### src/rtl/row_fetch_unit.sv
// Row fetch engine: reads one image row per pass from a fixed-latency RAM into a staging
// register, then hands it to an output register that the convolution consumer retires.
module row_fetch_unit #(
  parameter int DATA_WIDTH  = 8,
  parameter int ROW_WIDTH   = 4,
  parameter int NUM_ROWS    = 8,
  parameter int ADDR_WIDTH  = 8,
  parameter int RAM_LATENCY = 2
) (
  input  logic                            clock,
  input  logic                            reset,
  input  logic                            start,
  input  logic [ADDR_WIDTH-1:0]           base_addr,
  output logic                            ram_rd_en,
  output logic [ADDR_WIDTH-1:0]           ram_addr,
  input  logic [DATA_WIDTH-1:0]           ram_rd_data,
  input  logic                            shift_row_up,
  output logic [ROW_WIDTH*DATA_WIDTH-1:0] row_data,
  output logic                            row_shift_in_rdy,
  output logic                            busy,
  output logic                            load_done
);

  localparam int WIDX_W = (ROW_WIDTH > 1) ? $clog2(ROW_WIDTH) : 1;
  localparam int LAT_W  = (RAM_LATENCY > 1) ? $clog2(RAM_LATENCY) : 1;
  localparam int ROWS_W = $clog2(NUM_ROWS + 1);

  localparam logic [WIDX_W-1:0]     LAST_WORD  = WIDX_W'(ROW_WIDTH - 1);
  localparam logic [LAT_W-1:0]      LAST_DRAIN = LAT_W'(RAM_LATENCY - 1);
  localparam logic [ROWS_W-1:0]     ROWS_LAST  = ROWS_W'(NUM_ROWS - 1);
  localparam logic [ROWS_W-1:0]     ROWS_TOTAL = ROWS_W'(NUM_ROWS);
  localparam logic [ADDR_WIDTH-1:0] ROW_STRIDE = ADDR_WIDTH'(ROW_WIDTH);

  typedef enum logic [1:0] {S_IDLE, S_FETCH, S_DRAIN, S_WAIT} state_t;
  typedef logic [ROW_WIDTH-1:0][DATA_WIDTH-1:0] row_t;

  state_t                  state_q, state_d;
  logic [WIDX_W-1:0]       word_q, word_d;
  logic [LAT_W-1:0]        drain_q, drain_d;
  logic [WIDX_W-1:0]       cap_q, cap_d;
  logic [RAM_LATENCY-1:0]  vld_q, vld_d;
  logic [RAM_LATENCY:0]    vld_ext;
  logic                    stage_full_q, stage_full_d;
  logic [ADDR_WIDTH-1:0]   row_addr_q, row_addr_d;
  logic [ROWS_W-1:0]       rows_fetched_q, rows_fetched_d;
  logic [ROWS_W-1:0]       rows_consumed_q, rows_consumed_d;
  logic                    ram_rd_en_q, ram_rd_en_d;
  logic [ADDR_WIDTH-1:0]   ram_addr_q, ram_addr_d;
  row_t                    row_q, row_d;
  logic                    rdy_q, rdy_d;
  logic                    busy_q, busy_d;
  logic                    done_q, done_d;
  row_t                    stage_q;

  logic capture, transfer, accept;

  assign capture  = vld_q[RAM_LATENCY-1];
  assign transfer = stage_full_q && (!rdy_q || shift_row_up);
  assign accept   = shift_row_up && rdy_q;

  always_comb begin
    // NOTE: every variable gets a default before any branch so no latch is inferred.
    state_d         = state_q;
    word_d          = word_q;
    drain_d         = drain_q;
    cap_d           = cap_q;
    stage_full_d    = stage_full_q;
    row_addr_d      = row_addr_q;
    rows_fetched_d  = rows_fetched_q;
    rows_consumed_d = rows_consumed_q;
    ram_rd_en_d     = 1'b0;
    ram_addr_d      = ram_addr_q;
    row_d           = row_q;
    rdy_d           = rdy_q;
    busy_d          = busy_q;
    done_d          = 1'b0;

    // Each strobe travels down the valid pipe and marks the cycle its data returns.
    vld_ext = {vld_q, ram_rd_en_q};
    vld_d   = vld_ext[RAM_LATENCY-1:0];

    if (capture) begin
      cap_d = (cap_q == LAST_WORD) ? '0 : cap_q + 1'b1;
      if (cap_q == LAST_WORD) stage_full_d = 1'b1;
    end

    if (transfer) begin
      row_d        = stage_q;
      rdy_d        = 1'b1;
      stage_full_d = 1'b0;
    end else if (accept) begin
      rdy_d = 1'b0;
    end

    if (accept) begin
      rows_consumed_d = rows_consumed_q + 1'b1;
      if (rows_consumed_q == ROWS_LAST) begin
        done_d = 1'b1;
        busy_d = 1'b0;
      end
    end

    case (state_q)
      S_IDLE: begin
        if (start && !busy_q) begin
          state_d         = S_FETCH;
          busy_d          = 1'b1;
          row_addr_d      = base_addr;
          rows_fetched_d  = ROWS_W'(1);
          rows_consumed_d = '0;
          word_d          = '0;
          cap_d           = '0;
          ram_rd_en_d     = 1'b1;
          ram_addr_d      = base_addr;
        end
      end
      S_FETCH: begin
        if (word_q == LAST_WORD) begin
          state_d = S_DRAIN;
          drain_d = '0;
        end else begin
          word_d      = word_q + 1'b1;
          ram_rd_en_d = 1'b1;
          ram_addr_d  = ram_addr_q + 1'b1;
        end
      end
      S_DRAIN: begin
        if (drain_q == LAST_DRAIN) state_d = S_WAIT;
        else                       drain_d = drain_q + 1'b1;
      end
      S_WAIT: begin
        if (transfer) begin
          if (rows_fetched_q < ROWS_TOTAL) begin
            state_d        = S_FETCH;
            rows_fetched_d = rows_fetched_q + 1'b1;
            row_addr_d     = row_addr_q + ROW_STRIDE;
            word_d         = '0;
            ram_rd_en_d    = 1'b1;
            ram_addr_d     = row_addr_q + ROW_STRIDE;
          end else begin
            state_d = S_IDLE;
          end
        end
      end
      default: state_d = S_IDLE;
    endcase
  end

  // NOTE: sequential state uses non-blocking assignments so all flops update together.
  always_ff @(posedge clock) begin
    if (reset) begin
      state_q         <= S_IDLE;
      word_q          <= '0;
      drain_q         <= '0;
      cap_q           <= '0;
      vld_q           <= '0;
      stage_full_q    <= 1'b0;
      row_addr_q      <= '0;
      rows_fetched_q  <= '0;
      rows_consumed_q <= '0;
      ram_rd_en_q     <= 1'b0;
      ram_addr_q      <= '0;
      row_q           <= '0;
      rdy_q           <= 1'b0;
      busy_q          <= 1'b0;
      done_q          <= 1'b0;
    end else begin
      state_q         <= state_d;
      word_q          <= word_d;
      drain_q         <= drain_d;
      cap_q           <= cap_d;
      vld_q           <= vld_d;
      stage_full_q    <= stage_full_d;
      row_addr_q      <= row_addr_d;
      rows_fetched_q  <= rows_fetched_d;
      rows_consumed_q <= rows_consumed_d;
      ram_rd_en_q     <= ram_rd_en_d;
      ram_addr_q      <= ram_addr_d;
      row_q           <= row_d;
      rdy_q           <= rdy_d;
      busy_q          <= busy_d;
      done_q          <= done_d;
    end
  end

  // NOTE: the staging storage is not reset; stage_full_q alone says whether it holds a row.
  always_ff @(posedge clock) begin
    if (capture && !reset) stage_q[cap_q] <= ram_rd_data;
  end

  assign ram_rd_en        = ram_rd_en_q;
  assign ram_addr         = ram_addr_q;
  assign row_data         = row_q;
  assign row_shift_in_rdy = rdy_q;
  assign busy             = busy_q;
  assign load_done        = done_q;

endmodule

### config.mk
export PLATFORM = sky130hd
export DESIGN_NAME = row_fetch_unit
export DESIGN_NICKNAME = d
export VERILOG_FILES = /design/src/rtl/row_fetch_unit.sv
export SDC_FILE = /design/constraint.sdc
export NUM_CORES = 1
export LEC_CHECK = 0
export CORE_MARGIN = 4
export CORE_UTILIZATION = 48
export CTS_CLUSTER_DIAMETER = 200
export DETAILED_ROUTE_END_ITERATION = 12
export PLACE_DENSITY = 0.8
export SLEW_MARGIN = 20
export SYNTH_ARGS = -nofsm -noshare
export SYNTH_HDL_FRONTEND = slang
export SYNTH_SLANG_ARGS = --single-unit
### constraint.sdc
create_clock -name clock -period 1.65 [get_ports clock]
set_input_delay 0.33 -clock clock [delete_from_list [all_inputs] [get_ports clock]]
set_output_delay 0.33 -clock clock [all_outputs]
set_load 0.03 [all_outputs]
**After elaboration in Yosys (flattened, before gate mapping)**

Index checks and enable logic that the tools add are counted.

- $add $sub $neg: 7
- $lt $le $gt $ge: 3
- Equal/unequal tests: 12
- Multiplexer cells: 46
- Bitwise gates (word level): 1
- Reductions and logical operators: 21

Operator list:

| cell | number |
|---|---|
| two-way mux 8 bit | 5 |
| bitwise mux 32 bit | 1 |
| two-way mux 2 bit | 12 |
| two-way mux 4 bit | 6 |
| one-hot mux 8 bit (3 select lines) | 1 |
| demux 8 bit (select 2 bit) | 1 |
| one-hot mux 8 bit (2 select lines) | 1 |
| two-way mux 1 bit | 14 |
| inequality test 2 bit, second input constant | 6 |
| adder 4 x 1 -> 4 bit, second input constant | 2 |
| adder 8 x 1 -> 8 bit, second input constant | 1 |
| adder 8 x 3 -> 8 bit, second input constant | 1 |
| == test 2 bit, second input constant | 4 |
| one-hot mux 2 bit (4 select lines) | 1 |
| one-hot mux 4 bit (2 select lines) | 1 |
| AND reduction 4 bit | 2 |
| one-hot mux 2 bit (3 select lines) | 1 |
| nonzero test 2 bit | 3 |
| logical AND 1 bit | 5 |
| AND reduction 5 bit | 1 |
| adder 2 x 1 -> 2 bit, second input constant | 2 |
| == test 4 x 3 -> 1 bit, second input constant | 1 |
| less-than comparator 4 bit, second input constant | 1 |
| AND reduction 2 bit | 2 |
| other kinds (12) | 15 |

- Bits in registers: 102
- Output and inout bits: 44

**Depth between registers and ports, before layout**

Gate-level depths: netlist of the first run.

- Depth in word-level cells: 5
- Depth in mapped cells: 7
- Depth with buffers taken out: 6

**Worst setup path after synthesis of the first run**

Ideal clock, no wire load.

- Kind: reg2reg
- Start point: register state_q[0]
- End point: register rows_fetched_q[2]
- Setup time: 0.070 ns
- Data arrival time: 1.570 ns
- Data required time: 1.580 ns
- Path slack: 0.010 ns
- Cell stages (with the launch flop): 7
- Period minus slack after synthesis: 1.640 ns
- Cells stage by stage: dfxtp_1 -> inv_1 -> ha_1 -> buf_4 -> a21o_4 -> or4_1 -> a21oi_1

- Cells in the longest elaborated chain, start to end: 3

Ends and longest elaborated chain:

| item | RTL line | text |
|---|---|---|
| from (decl) | 37 | `state_t state_q, state_d;` |
| from (signal assigned) | 168 | `state_q <= state_d;` |
| == test 2 bit / logical NOT 2 bit (equally long branches) | 103 | `case (state_q)` |
| inequality test 2 bit (no source line) / nonzero test 2 bit (equally long branches) | - |  |
| AND reduction 4 bit (no source line) | - |  |
| to (signal assigned) | 175 | `rows_fetched_q <= rows_fetched_d;` |
| to (decl) | 45 | `logic [ROWS_W-1:0] rows_fetched_q, rows_fetched_d;` |

Parallel ways exist; a longest one is shown, timed or not.
A chain may end at the register's enable or synchronous reset.

**Worst setup path in the final report of the first run**

- Start point: register state_q[0]
- End point: register ram_addr_q[1] (netlist: ram_addr[1])

- Cells in the longest elaborated chain, start to end: 3

Ends and longest elaborated chain:

| item | RTL line | text |
|---|---|---|
| == test 2 bit (tied with other cells) | 103 |  |
| inequality test 2 bit (no source line) / nonzero test 3 bit (equally long branches) | - |  |
| AND reduction 5 bit (no source line) | - |  |
| to (signal assigned) | 178 | `ram_addr_q <= ram_addr_d;` |
| to (decl) | 48 | `logic [ADDR_WIDTH-1:0] ram_addr_q, ram_addr_d;` |

Parallel ways exist; a longest one is shown, timed or not.

==> impl_metrics.json, run 1 <==
{
  "status": "complete, no violations",
  "nets": 551,
  "clkLatencyLatePin_ns": 0.35,
  "drc": 0,
  "ant_nets": 0,
  "pre_cts_ws_ns": -0.284,
  "numCtsBuffers": 9,
  "hold_buffers": 0,
  "ys_warn_count": 0,
  "synth_top_cell_by_area": "dfxtp_1",
  "final_hold_viol_count": 0,
  "placed_cells": 610,
  "num_vias": 3505,
  "end_kind": "flop",
  "synth_area_per_cell_um2": 9.98,
  "die_area_um2": 10400,
  "area_delta_synth_final_pct": 29.7,
  "yosys_register_bits": 102,
  "path_max_fanout": 7,
  "cts_sinks": 102,
  "gp_congestion": 0.892,
  "dp_hpwl_mm": 7.09,
  "clock_path_buffers": 2,
  "cp_slowest_cell": "dfxtp_4",
  "drt_iter0_drc": 202,
  "root_buffer": "clkbuf_8",
  "vias_per_cell": 5.57,
  "yosysUniqueCellTypes": 56,
  "fmax_mhz": 621,
  "ys_seq_area_frac": 0.557,
  "cp_slowest_stage_delay_ns": 0.38,
  "ioPinCount": 64,
  "drive_gt1_frac": 0.167,
  "htree_levels": 3,
  "antennaDiodeCount": 0,
  "rsz0062_at_grt": "true",
  "p_per_area_nw_per_um2": 1310,
  "max_slew.worst_pin.slew_ns": 0.443,
  "grt_pass1_wl_mm": 16.0,
  "hp-class": "flop to flop",
  "fin_ws_ns": 0.0385,
  "rows": 34,
  "startpoint_type": "flop",
  "antenna_found_initial": 0,
  "cp.required_ns": 1.91,
  "finalSetupViolCount": 0,
  "drv_slew": 0,
  "arrival_ns": 1.87,
  "final_cell_mix": "nand2_1 (80), dfxtp_1 (68), a21oi_1 (54)",
  "syn_nets": 460,
  "grt_max_degree": 69,
  "cap_viol_max_count": 0,
  "leakage_nw": 2.14,
  "start_util": 0.489,
  "dr.pass1.iters": 5,
  "cpMostUsedCell": "buf_6",
  "overflow": 0,
  "crit_type": "flop to flop",
  "track_usage": 0.197,
  "wirelength_mm": 10.0,
  "stdcell_count": 629,
  "clock_skew_ns": 0.00888,
  "max_slew_margin": 0.705,
  "final_common_cell": "nand2_1",
  "clk_pin_slew_ns": 0.09,
  "synth_edf_count": 32,
  "die_x_um": 102,
  "avgRoutedWirePerCell_um": 15.9,
  "cts_tree": "yes",
  "worst_ir_drop_vdd_uv": 536,
  "crit_path_cell_trace": "buf_6 -> ha_4 -> a21oi_4 -> a21boi_4 -> buf_6 -> a21oi_1 -> a311oi_1",
  "synth_top_area_frac": 0.330,
  "finalCriticalPeriod_ns": 1.61,
  "dieHeight_um": 102,
  "core-area_um2": 8680,
  "synth_top_flop_cell": "dfxtp_1",
  "grt_pass1_vias": 3372,
  "port_buffers": 63,
  "postSynthCellCount": 425,
  "finalCritPeriodShare": 0.977,
  "synth_area_um2": 4240,
  "async_reset_ff_frac": 0,
  "synth_top_cells_by_area": "dfxtp_1 (33%), edfxtp_1 (23%), nand2_1 (7.2%)"
}
[through the flow]
stage	utilization	hold slack [ns]	setup TNS (ns)	area, µm²	total power, mW
6_report	0.634	0.458	0	5500	7.18
3_3_place_gp	0.601	0.426	-7.22	5220	5.38
2_1_floorplan	-	0.414	0	4240	4.48
3_5_place_dp	0.601	0.446	-9.05	5220	5.48
4_1_cts	0.625	0.460	0	5420	7.02
5_1_grt	0.634	0.478	-0.0614	5500	7.59
[metal layers]
| layer | GRT usage | up-vias | part of all wire |
|---|---|---|---|
| met5 | 0 | - | 0 |
| met4 | 0.0716 | 0 | 0.019 |
| met3 | 0.0348 | 18 | 0.060 |
| met2 | 0.337 | 130 | 0.52 |
| met1 | 0.249 | 1668 | 0.40 |
| li1 | - | 1689 | - |
[path summary, 6_finish.rpt]
path                              startpoint      endpoint  slack (ns)  cells past startpoint
worst max register to register    state_q[0]   ram_addr[1]        0.04                      7
worst max-delay path              state_q[0]   ram_addr[1]        0.04                      7
worst min-delay path            row_data[17]  row_data[17]        0.46                      2
worst min register to register  row_data[17]  row_data[17]        0.46                      2
[layout make-up]
| class | count | area [µm²] |
|---|---|---|
| fillers | 720 | 3180 |
| flip-flops and latches | 102 | 2370 |
| multi-input cells | 287 | 1840 |
| repair buffers | 101 | 921 |
| well taps | 108 | 135 |
| clock buffers | 10 | 128 |
| inverters | 15 | 61.3 |
| clock inverters | 6 | 43.8 |
[cell families (layout without fill, tap and decap cells)]
kind of cell | Yosys count | in the layout | synth area share
flops | 102 | 102 | 0.557
simple gates | 144 | 144 | 0.158
fa+ha+maj | 15 | 15 | 0.0442
buf+inv | 36 | 132 | 0.0372
compound gates | 115 | 115 | 0.176
mux | 5 | 5 | 0.0118
xor+xnor | 8 | 8 | 0.0165
[what timing repair did]
action | CTS | global route
endpoints found under the setup margin | 73 | 25
resized for setup | 64 | 13
pin swaps | 4 | 5
hold endpoints to repair | 0 | 0
buffers inserted | 1 | 2
[registers in the layout, indices dropped and copies added (netlist names)]
name	cells
ram_addr	8
busy	1
word_q	2
stage_q	32
rows_fetched_q	4
ram_rd_en	1
load_done	1
stage_full_q	1
cap_q	2
rows_consumed_q	4
row_shift_in_rdy	1
state_q	2
row_addr_q	8
row_data	32
drain_q	1
vld_q	2
[report_power, final]
group | internal, mW | switching, mW
Clock | 0.561 | 0.839
Sequential | 2.83 | 0.251
Combinational | 1.24 | 1.46
[worst max-delay path: cells and delay by family (launching register included)]
kind                     cells  cell delay (ns)
buffers and inverters        2             0.28
flip-flops                   1             0.38
AO/OA/AOI/OAI                4             0.68
adder cells (fa/ha/maj)      1             0.18
[cell usage after synthesis, types with 2 or more instances]
| cell | number |
|---|---|
| a22oi_1 | 2 |
| buf_1 | 4 |
| xor2_1 | 4 |
| nor2b_1 | 3 |
| o22ai_1 | 2 |
| a21oi_1 | 55 |
| ha_1 | 15 |
| a311oi_1 | 6 |
| buf_4 | 2 |
| o221a_2 | 2 |
| a211oi_1 | 8 |
| nand3b_1 | 2 |
| inv_2 | 2 |
| nand2_1 | 81 |
| o21ai_0 | 13 |
| nor4_1 | 2 |
| nand2b_1 | 7 |
| nand4_1 | 5 |
| inv_1 | 13 |
| nor3_1 | 3 |
| xnor2_1 | 4 |
| nand3_1 | 8 |
| clkbuf_1 | 8 |
| o21a_1 | 2 |
| edfxtp_1 | 32 |
| mux2i_1 | 5 |
| or4_1 | 2 |
| a21oi_2 | 2 |
| and2_1 | 7 |
| dfxtp_1 | 70 |
| a31oi_1 | 2 |
| nor2_1 | 16 |
| o31ai_1 | 7 |
| a311o_1 | 2 |
| buf_2 | 6 |
Note: power is estimated with default switching activity, not from simulation.
==> run 2: changes to the inputs <==
- CAP_MARGIN: not set -> 5
==> results of run 2 <==
Same layout as run 1: the final DEF is identical, and so are final timing and power.
==> run 3: changes to the inputs <==
- HOLD_SLACK_MARGIN: not set -> 0.06
==> results of run 3 <==
Same layout as run 1: the final DEF is identical, and so are final timing and power.
==> RTL edit 1 (config.mk and constraints of run 1) <==
Re-encode `state_t` (4 states) as Gray code, 2 bits wide.
--- a/src/rtl/row_fetch_unit.sv
+++ b/src/rtl/row_fetch_unit.sv
@@ -33,3 +33,3 @@
 
-  typedef enum logic [1:0] {S_IDLE, S_FETCH, S_DRAIN, S_WAIT} state_t;
+  typedef enum logic [1:0] {S_IDLE = 2'b00, S_FETCH = 2'b01, S_DRAIN = 2'b11, S_WAIT = 2'b10} state_t;
   typedef logic [ROW_WIDTH-1:0][DATA_WIDTH-1:0] row_t;
Formal check against the unedited RTL: same outputs for any inputs over 10 cycles, from zero or initial values and one cycle with reset high; not proved beyond that.
==> RTL edit 1 against run 1 <==
Sequential cell count unchanged; wire length down 1.8%; total power rose by 5.4%; final area shrank 3.5%; hold slack worse by 9.3 ps; clock skew increased by 4.6 ps; setup slack got worse by 0.98 ps; synthesized area fell by 1.9%; non-clock buffer count decreased by 7; critical path type unchanged.
==> RTL edit 1: results (changes against run 1) <==
final_layout:
  n_antenna_cell: 0  # unchanged
  stdcell_count: 611  # -2.9%
  layout-drive-gt1-share_pct: 13.6  # -3.1 points
  n_fill_cell: 660  # -8.3%
  nets: 536  # -2.7%
global_routing:
  antenna_found_initial: 0  # unchanged
  grt_first_pass_wirelength_um: 15800  # -1.7%
  grt_pass1_vias: 3266  # -3.1%
  track_usage_pct: 19.7  # +0.042 points
  grt_max_degree: 73  # +5.8%
critical_path:
  path_max_fanout: 7  # unchanged
  cpMaxStageDelayCell: "dfxtp_4"
  cp.arrival_ps: 1920  # +50 ps
  r2r_cells: 7  # unchanged
  critical-path-max-stage-delay_ps: 380  # about the same
drt:
  drtPass1Iterations: 5  # unchanged
  wire_per_inst_um: 16.1  # +1.1%
  num_vias: 3363  # -4.1%
  initialDrtViolationCount: 237  # +17%
placed_design:
  routabilityCongestion: 0.796  # -11%
  preCtsSetupSlack_ps: -263  # +21.2 ps
  postPlaceCellArea_mm2: 0.00506  # -3.1%
  io_buffers: 63  # unchanged
  hpwl_um: 6840  # -3.6%
  dp.cells: 593  # -2.8%
synthesis:
  synth_edf_count: 32  # unchanged
  synth_cells: 418  # -1.6%
  seq_area_frac_synth_pct: 56.8  # +1.1 points
  async_reset_ff_share_pct: 0  # unchanged
  synth_nets: 453  # -1.5%
  ys_types: 44  # -21%
  synthTopCellsByArea: "dfxtp_1, edfxtp_1, nand2_1"
  yosys-top-cells-count: "nand2_1, dfxtp_1, a21oi_1, edfxtp_1, nor2_1"
  yosysWarnings: 0  # unchanged
worst_hold_path:
  min_path_type: "flip-flop to flip-flop"
  whs_path_depth: 1  # -1
timing:
  slew_headroom_pct: 68.2  # -2.3 points
  fin_skew_ps: 13.5  # +4.59 ps
power_and_ir_drop:
  sw_frac_of_total_pct: 37.2  # +1.6 points
  leakagePower_nw: 2.08  # -2.7%
  ir_worst_vdd_mv: 0.732  # +37%
clocking:
  cts_buffers: 9  # unchanged
  root_buffer: "clkbuf_8"
  ctsHtreeMaxLevel: 3  # unchanged
  clock_latency_ps: 370  # +20 ps
  clockBufferDepth: 2  # unchanged
  clk_pin_slew_worst_paths_ps: 110  # +20 ps
outcome:
  status: "finished, final reports clean"
RTL edit 1: changes by cell type in the layout (fill, tap and decap cells not counted), moves of 4 or more:
cell,delta
a211oi_2,-4
nor2_1,+12
nor2b_1,+4
o21ai_0,-12
o21ai_1,+4
o31ai_1,-6
RTL edit 1: per-layer routing:
layer  wire [um]  share of wire (%)  vias up  track usage, %
met1        4370                 44     1633            25.5
met5           0                  0        -               0
met3         517                5.3       11            3.81
li1            -                  -     1624               -
met4         128                1.3        0            5.83
met2        4820                 49       95            33.4
RTL edit 1: final cells by class:
class                   instances  area share [%]
repair buffers                 94            15.4
flip-flops and latches        102            44.6
multi-input cells             284            33.3
well taps                     105            2.47
clock inverters                 7            1.15
inverters                      10           0.707
clock buffers                   9            2.33
RTL edit 1: power groups by stage:
stage | Sequential, W | Combinational [W] | Clock, W
6_report | 0.00305 | 0.00300 | 0.00152
5_1_grt | 0.00308 | 0.00326 | 0.00166
4_1_cts | 0.00304 | 0.00274 | 0.00154
3_5_place_dp | 0.00308 | 0.00268 | 0
3_3_place_gp | 0.00307 | 0.00264 | 0
2_1_floorplan | 0.00328 | 0.00145 | 0
RTL edit 1: worst paths after layout:
kind,startpoint,end,slack (ps)
hold reg to reg,vld_q[0]$_SDFF_PP0_,vld_q[1]$_SDFF_PP0_,450
setup / recovery,state_q[1]$_SDFFE_PP0P_,ram_addr[3]$_SDFFE_PP0P_,40
hold / removal,vld_q[0]$_SDFF_PP0_,vld_q[1]$_SDFF_PP0_,450
setup reg to reg,state_q[1]$_SDFFE_PP0P_,ram_addr[3]$_SDFFE_PP0P_,40
RTL edit 1: metrics by stage:
step	util, %	total power [W]
2_1_floorplan	-	0.00473
3_3_place_gp	60.6	0.00571
3_5_place_dp	60.6	0.00577
4_1_cts	62.8	0.00732
5_1_grt	63.7	0.00799
6_report	63.7	0.00757
RTL edit 1: timing repair:
action                                 in CTS  in global routing
cloned                                      0                  0
pin swaps                                   1                  2
setup endpoints to repair                  58                 13
endpoints found under the hold margin       0                  0
buffers inserted                            1                  1
gates resized for setup                    56                 14
RTL edit 1: cells by family after synthesis:
logic type,count (synthesis),synth area share [%]
flops,102,56.8
simple gates,157,17.2
xor+xnor,12,2.53
fa+ha+maj,15,4.51
buf+inv,32,3.07
mux,4,0.963
compound gates,96,15.0
RTL edit 1: critical path: cells and delay by family, from the launching register on:
kind / cells / cell delay [ps]
AOI/OAI and AO/OA: 3 / 590
buffers and inverters: 2 / 250
adders and majority gates: 1 / 210
and+or+nand+nor: 1 / 120
DFF: 1 / 380
==> RTL edit 2 (settings of run 1) <==
Made on the original files. Set the parameter `ADDR_WIDTH` to 9 (it was 8).
--- a/src/rtl/row_fetch_unit.sv
+++ b/src/rtl/row_fetch_unit.sv
@@ -6,3 +6,3 @@
   parameter int NUM_ROWS    = 8,
-  parameter int ADDR_WIDTH  = 8,
+  parameter int ADDR_WIDTH  = 9,
   parameter int RAM_LATENCY = 2
Ports: changed (resized base_addr and ram_addr); port bits go from 64 to 66. The function was not compared with the original's and may differ.
==> RTL edit 2 against run 1 <==
Total power grew 9.9%; combinational power grew 13%; final cell count grew 2.9%; sequential cell count grew 2; hold slack lost 89 ps; synthesized area grew 2.2%; critical path depth is the same; wire length grew 3.9%; count of clock-buffer cells in the layout shrank 1; fmax shrank 0.28%; sequential power grew 4%; final area grew 4.3%; setup slack lost 4.6 ps; critical path type unchanged; critical endpoint is now word_q[0]$_SDFFE_PP0P_; largest cell class unchanged; largest power group unchanged.
==> RTL edit 2: results (changes against run 1) <==
drt:
  vias_per_cell: 5.52  # -0.98%
  initialDrtViolationCount: 213  # +5.4%
  dr_wl_met2_um: 5400  # +4.5%
  num_vias: 3570  # +1.9%
  wl_met3_um: 488  # -19%
  wl_met1_um: 4340  # +7.1%
  wl_um: 10400  # +3.9%
timing:
  slew_headroom_pct: 70.2  # -0.23 points
  whs_ps: 369  # -89.3 ps
  fin_skew_ps: 9.14  # +0.266 ps
  finalWorstSetupSlack_ps: 33.9  # -4.60 ps
synthesis:
  synthTopCellsByArea: "dfxtp_1, edfxtp_1, nand2_1"
  synthXorXnorAreaFrac_pct: 2.22  # +0.57 points
  yosys-top-cells-count: "nand2_1, dfxtp_1, a21oi_1, edfxtp_1, nor2_1"
  synth_cells: 434  # +2.1%
  synthMuxAreaShare_pct: 2.08  # +0.90 points
  synth_compound_area_share_pct: 13.9  # -3.7 points
  ys_types: 52  # -7.1%
  synth_nets: 470  # +2.2%
  seq_area_frac_synth_pct: 55.4  # -0.28 points
final_layout:
  nets: 570  # +3.4%
  layout-drive-gt1-share_pct: 19.9  # +3.2 points
power_and_ir_drop:
  leakagePower_nw: 2.26  # +5.8%
  ir_worst_vdd_mv: 1.19  # +120%
  sw_frac_of_total_pct: 36.9  # +1.4 points
global_routing:
  grt_use_met3_pct: 3.38  # -0.098 points
  track_usage_pct: 19.4  # -0.28 points
  grt_max_degree: 36  # -48%
  met1_usage_pct: 24.2  # -0.68 points
  grt_first_pass_wirelength_um: 15900  # -0.56%
  use_met2_pct: 33.2  # -0.53 points
  grt_pass1_vias: 3350  # -0.65%
critical_path:
  path_max_fanout: 5  # -2
  cp.arrival_ps: 1930  # +60 ps
  crit_family: "flip-flops"
placed_design:
  io_buffers: 65  # +3.2%
  routabilityCongestion: 0.843  # -5.5%
  preCtsSetupSlack_ps: -427  # -143 ps
  dp.cells: 623  # +2.1%
  hpwl_um: 7090  # about the same
  postPlaceCellArea_mm2: 0.00533  # +2.2%
outcome:
  status: "finished, final reports clean"
worst_hold_path:
  min_path_type: "input pin to flip-flop"
clocking:
  clock_latency_ps: 370  # +20 ps
floorplan:
  start_util_pct: 49.5  # +0.60 points
==> RTL edit 2: cell type report <==
type / count / area (um2)
Fill cell: 670 / 3030
Sequential cell: 104 / 2420
Clock inverter: 7 / 88.8
Timing Repair Buffer: 111 / 965
Clock buffer: 9 / 124
Tap cell: 108 / 135
Inverter: 9 / 43.8
Multi-Input combinational cell: 299 / 1960
==> RTL edit 2: power by group through the flow <==
stage	combinational, W	sequential (W)	clock [W]
floorplan	0.00132	0.00338	0
global placement	0.00246	0.00320	0
CTS	0.00265	0.00317	0.00167
finish	0.00306	0.00320	0.00164
detailed placement	0.00254	0.00321	0
global route	0.00328	0.00324	0.00178
==> RTL edit 2: cell families (layout without fill, tap and decap cells) <==
| logic type | count (synthesis) | after routing |
|---|---|---|
| AND/OR/NAND/NOR | 170 | 170 |
| flip-flops | 104 | 104 |
| AO/OA/AOI/OAI | 93 | 94 |
| buffers and inverters | 32 | 136 |
| adder cells (fa/ha/maj) | 15 | 15 |
| XOR/XNOR | 11 | 11 |
| multiplexers | 9 | 9 |
==> RTL edit 2: final timing paths <==
check                                                from                         to
worst max register to register    state_q[1]$_SDFFE_PP0P_     word_q[0]$_SDFFE_PP0P_
worst max-delay path              state_q[1]$_SDFFE_PP0P_     word_q[0]$_SDFFE_PP0P_
worst min-delay path                                reset       ram_rd_en$_SDFF_PP0_
worst min register to register  row_data[28]$_SDFFE_PP0P_  row_data[28]$_SDFFE_PP0P_
==> RTL edit 2: repair_timing <==
action	CTS	global route
endpoints found under the setup margin	65	22
buffers inserted	1	6
pin swaps	6	14
resized for setup	63	30
gates cloned	0	1
==> RTL edit 2: worst reg2reg max path: stages (launching register included) <==
cell     delay, ps
dfxtp_4        390
buf_6          140
ha_4           170
a21oi_4        190
buf_4          150
nand4_1        140
or2_0          240
a21oi_1        140
